## src/rtl/stage4_instr_queue.sv

```systemverilog
// ----------------------------------------------------------------------------
// stage4_instr_queue
//
// Purpose:
//   Decoupling FIFO between decode and execute in the 4-stage pipeline.
//   Decode pushes a decoded control packet together with its PC. Execute
//   consumes the head. The queue is first-word fall-through: the head entry is
//   read combinationally from storage, so a packet is visible on rdata/rpc in
//   the cycle after the edge that wrote it. Occupancy is held in a register,
//   and full, empty and valid_out are derived only from that register.
//
// Ports:
//   CLK           in   1        clock; all state changes on the rising edge
//   RST           in   1        synchronous, active-high reset
//   queue_wen     in   1        push request from decode
//   wdata         in   DATA_W   decoded packet to push
//   wpc           in   32       PC of the pushed instruction
//   stall_queue   in   1        hold the head; no pop this cycle
//   flush_queue   in   1        discard all entries
//   is_queue_full out  1        count == DEPTH
//   empty         out  1        count == 0
//   valid_out     out  1        head holds a valid packet (= !empty)
//   rdata         out  DATA_W   head packet; 0 when empty
//   rpc           out  32       head PC; 0 when empty
//   count         out  PTR_W+1  occupancy, 0..DEPTH
//   overflow_err  out  1        one-cycle pulse after a push attempt while full
//
// Handshake:
//   Push side: a push is accepted on an edge where queue_wen=1 and
//   is_queue_full=0, unless flush_queue is high. A push presented while full is
//   dropped. Decode must hold the packet and retry. Pop side: valid_out acts as
//   "valid" and !stall_queue acts as "ready". The head is consumed on an edge
//   where both are high, unless flush_queue is high.
// ----------------------------------------------------------------------------
module stage4_instr_queue #(
    parameter  int DEPTH  = 4,
    parameter  int DATA_W = 128,
    localparam int PTR_W  = $clog2(DEPTH)
) (
    input  logic              CLK,
    input  logic              RST,
    input  logic              queue_wen,
    input  logic [DATA_W-1:0] wdata,
    input  logic [31:0]       wpc,
    input  logic              stall_queue,
    input  logic              flush_queue,
    output logic              is_queue_full,
    output logic              empty,
    output logic              valid_out,
    output logic [DATA_W-1:0] rdata,
    output logic [31:0]       rpc,
    output logic [PTR_W:0]    count,
    output logic              overflow_err
);

    logic [DATA_W-1:0] data_mem [DEPTH];
    logic [31:0]       pc_mem   [DEPTH];

    logic [PTR_W-1:0]  wr_ptr;
    logic [PTR_W-1:0]  rd_ptr;
    logic [PTR_W:0]    count_q;
    logic              overflow_q;

    logic              push;
    logic              pop;

    // Status comes only from the registered occupancy. There is no
    // combinational path from the request inputs to these flags.
    assign is_queue_full = (count_q == (PTR_W+1)'(DEPTH));
    assign empty         = (count_q == '0);
    assign valid_out     = ~empty;
    assign count         = count_q;
    assign overflow_err  = overflow_q;

    // Flush has priority over push and pop in the same cycle. A push that
    // meets a full queue is dropped, even if a pop frees a slot on that edge.
    assign push = queue_wen & ~is_queue_full & ~flush_queue;
    assign pop  = valid_out & ~stall_queue & ~flush_queue;

    // Fall-through head read. The output is forced to zero when the queue is
    // empty, so stale storage contents never reach execute.
    assign rdata = valid_out ? data_mem[rd_ptr] : '0;
    assign rpc   = valid_out ? pc_mem[rd_ptr]   : '0;

    always_ff @(posedge CLK) begin
        if (RST) begin
            wr_ptr     <= '0;
            rd_ptr     <= '0;
            count_q    <= '0;
            overflow_q <= 1'b0;
        end else if (flush_queue) begin
            wr_ptr     <= '0;
            rd_ptr     <= '0;
            count_q    <= '0;
            overflow_q <= 1'b0;
        end else begin
            // DEPTH is a power of two, so pointer overflow wraps modulo DEPTH.
            if (push) begin
                wr_ptr <= wr_ptr + PTR_W'(1);
            end
            if (pop) begin
                rd_ptr <= rd_ptr + PTR_W'(1);
            end
            unique case ({push, pop})
                2'b10:   count_q <= count_q + (PTR_W+1)'(1);
                2'b01:   count_q <= count_q - (PTR_W+1)'(1);
                default: count_q <= count_q;
            endcase
            overflow_q <= queue_wen & is_queue_full;
        end
    end

    // Storage is never cleared. Reset suppresses writes, so reset still takes
    // priority over a push presented on the same edge.
    always_ff @(posedge CLK) begin
        if (push && !RST) begin
            data_mem[wr_ptr] <= wdata;
            pc_mem[wr_ptr]   <= wpc;
        end
    end

endmodule

```

## config.mk

```make
export PLATFORM = sky130hd
export DESIGN_NAME = stage4_instr_queue
export DESIGN_NICKNAME = d
export VERILOG_FILES = /design/src/rtl/stage4_instr_queue.sv
export SDC_FILE = /design/constraint.sdc
export NUM_CORES = 1
export LEC_CHECK = 0
export CAP_MARGIN = 20
export CORE_MARGIN = 2
export CORE_UTILIZATION = 35
export DETAILED_ROUTE_END_ITERATION = 10
export MAX_ROUTING_LAYER = met4
export PLACE_DENSITY = 0.59
export SLEW_MARGIN = 0
export SYNTH_ARGS = -nofsm -noshare
export SYNTH_HDL_FRONTEND = slang
export SYNTH_SLANG_ARGS = --single-unit
```

## constraint.sdc

```tcl
create_clock -name CLK -period 6.1 [get_ports CLK]
set_input_delay 1.22 -clock CLK [delete_from_list [all_inputs] [get_ports CLK]]
set_output_delay 1.22 -clock CLK [all_outputs]
set_load 0.1 [all_outputs]
```

==> reports/results.ini <==
[cells_and_area]
syn2layout_area_growth_pct = 27.6
seq_area_um2 = 19400
drive_above_1_share_pct = 19.9
fin_nets = 1617
n_fill_cell = 5964
layout_common_cells = 640 x edfxtp_1, 327 x clkdlybuf4s50_1, 160 x mux4_2, 160 x and2_1, 72 x clkbuf_16
layout_commonest_cell = edfxtp_1
multiInputGateArea_um2 = 4910

[global_route]
grt.total_usage_pct = 15.0
grt.met2_usage_pct = 22.7
grt_use_met3_pct = 4.75
grt_pass1_vias = 12700
met1_usage_pct = 19.4
grt_most_used_layer = met2
grt_overflow = 0
grt_antenna_before_repair = 11
grt_max_degree = 94
grt_pass1_wl_um = 79800

[detailed_routing]
routedWlPerCell_um = 21.5
vias_per_cell = 4.79
drc = 0
firstDrtPassIters = 4
via_count = 11700
ant_nets = 0
drt_wl_total_um = 52700
drtIter0Drc = 872

[cts]
clk_path_buf_depth = 3
clock_sinks = 650
clk_latency_ns = 0.58
cts_made_buffers = 71
cts_hold_buf = 0
htreeDepth = 3
ctsResizeCount = 0
cts_tree = yes
root_buffer = clkbuf_16
clkTransAtPathRegs_ns = 0.05
cts_setup_buffers = 0

[worst_setup_path]
path_buf_inv = 2
reg2reg_depth = 10
cp_slowest_cell = clkdlybuf4s50_1
max_stage_delay_ns = 1.16
arrival_ns = 3.69
cp-start-kind = flip-flop
crit_cells = 4
critical_path_class = flip-flop to output pin
worst_setup_path_end_kind = output pin
r2r_setup_slack_ns = 2.92
crit_chain = buf_12 -> mux4_2 -> and2_1 -> clkdlybuf4s50_1
cp_top_family = buffers and inverters
cp_data_required_time_ns = 4.88
path_max_fanout = 53

[yosys]
synthAdderAreaFrac_pct = 0.335
syn_nets = 1246
synth_xor_area_share_pct = 0.0711
synthMuxAreaShare_pct = 14.6
synth_compound_area_share_pct = 0.244
syn-instance-count = 1075
avgSynthCellArea_um2 = 22.9
syn_area_um2 = 24700
yosysUniqueCellTypes = 22
yosysSeqAreaShare_pct = 78.8
ys_warn_count = 0
synth_top_family_by_area = multiplexers
synth-simple-area-share_pct = 4.59
ys_ff_latch = 650

[pwr]
power.leakage_nw = 9.73
power_switching_mw = 2.10
power.share.sequential_pct = 51.0
p_int_mw = 7.63
power_mw = 9.72
ir_drop_uv = 206
pwr-share-comb_pct = 6.3
powerDensity_nw_per_um2 = 309
p_sw_share_pct = 21.6
power.share.clock_pct = 42.7

[floorplanning]
die_h_um = 269
die_w_um = 269
core_um2 = 69900
start_util_pct = 35.3
pin_count = 332
num_rows = 97
dieArea_um2 = 72600

[sta]
skew_ns = 0.0182
grt_setup_unrepaired = false
fmax_mhz = 204
relSlewSlack_pct = 25.9
fin_tns_setup_ns = 0
hold_violations = 0
drv_slew = 0
fin_crit_sh_pct = 80.4
worst_pin_slew_ns = 1.11
finalCriticalPeriod_ns = 4.91
setup_viol = 0

[placed_design]
dpl.hpwl_um = 30500
port_buffers = 331
place_congestion = 0.722

[worst_hold_path]
hp-class = flip-flop to flip-flop
holdPathStages = 2

[run]
maxCapViolCount = 0

[outcome]
status = finished, final reports clean

[state kept, by name (all words and copies together), names as in the netlist, named ones only]
| register | cells |
|---|---|
| overflow_err | 1 |
| pc_mem | 128 |
| wr_ptr | 2 |
| data_mem | 512 |
| rd_ptr | 2 |
| count | 3 |
[power by group through the flow]
stage | combinational (mW) | sequential (mW) | clock, mW
after floorplan | 0.354 | 5.06 | 0
after CTS | 0.619 | 4.96 | 4.27
after global routing | 0.642 | 4.96 | 4.45
after global placement | 0.609 | 5.05 | 0
after detailed placement | 0.617 | 5.05 | 0
final | 0.611 | 4.96 | 4.15
[cell type report]
type                            count  area share [%]
Sequential cell                   650            61.8
Multi-Input combinational cell    363            15.6
Timing Repair Buffer              353            11.5
Clock buffer                       82            5.85
Tap cell                          940            3.74
Clock inverter                     44            1.34
Antenna cell                       11          0.0875
Inverter                            7          0.0835
[metal layers]
layer  up-vias  part of all wire [%]
li1       5174                     -
met4         0                   2.4
met1      6160                    44
met2       312                    47
met5         -                     0
met3       100                   6.9
[worst paths after layout]
path / from / end
min: rd_ptr[1]$_SDFFE_PP0P_ / flip-flop
max reg2reg: count[1]$_SDFFE_PP0P_ / count[2]$_SDFFE_PP0P_
max: flip-flop / rdata[103]
min reg2reg: rd_ptr[1]$_SDFFE_PP0P_ / flip-flop
[Yosys cell counts]
master | count | area share, %
or2_2 | 1 | 0.025
fa_1 | 1 | 0.081
edfxtp_1 | 640 | 78
inv_1 | 7 | 0.11
o21ai_0 | 5 | 0.10
clkbuf_1 | 25 | 0.38
nand2b_1 | 2 | 0.051
dfxtp_1 | 10 | 0.81
nor2_1 | 5 | 0.076
nand2_1 | 1 | 0.015
and2_1 | 164 | 4.2
buf_6 | 11 | 0.50
buf_2 | 19 | 0.39
nor2b_1 | 1 | 0.025
ha_1 | 5 | 0.25
or3b_2 | 2 | 0.071
nand3_1 | 2 | 0.041
mux4_2 | 160 | 15
xor2_1 | 2 | 0.071
or3_1 | 4 | 0.10
nor3_1 | 1 | 0.020
a21oi_1 | 7 | 0.14
[per-stage QoR]
stage / instance area, um2 / worst slack, ns / hold slack [ns] / util [%] / instances
2_1_floorplan: 24700 / 1.68 / 0.459 / - / 1075
3_3_place_gp: 29200 / 1.79 / 0.463 / 41.7 / 2313
3_5_place_dp: 29200 / 1.81 / 0.472 / 41.7 / 2313
4_1_cts: 31400 / 1.15 / 0.488 / 45.0 / 2439
5_1_grt: 31500 / 1.04 / 0.513 / 45.0 / 2450
6_report: 31500 / 1.19 / 0.494 / 45.0 / 2450
[logic make-up (layout without fill, tap and decap cells)]
logic type                 count (synthesis)  in the layout
DFF                                      650            650
and+or+nand+nor                          183            183
muxes                                    160            160
buffers and inverters                     62            486
AOI/OAI and AO/OA                         12             12
adders and majority gates                  6              6
xor gates and xnor gates                   2              2
other                                      0             11
[worst min-delay path: stages (launching register included)]
cell and delay (ns):
dfxtp_1 0.30, o21ai_0 0.07, a21oi_1 0.08
(Power assumes the default switching activity.)
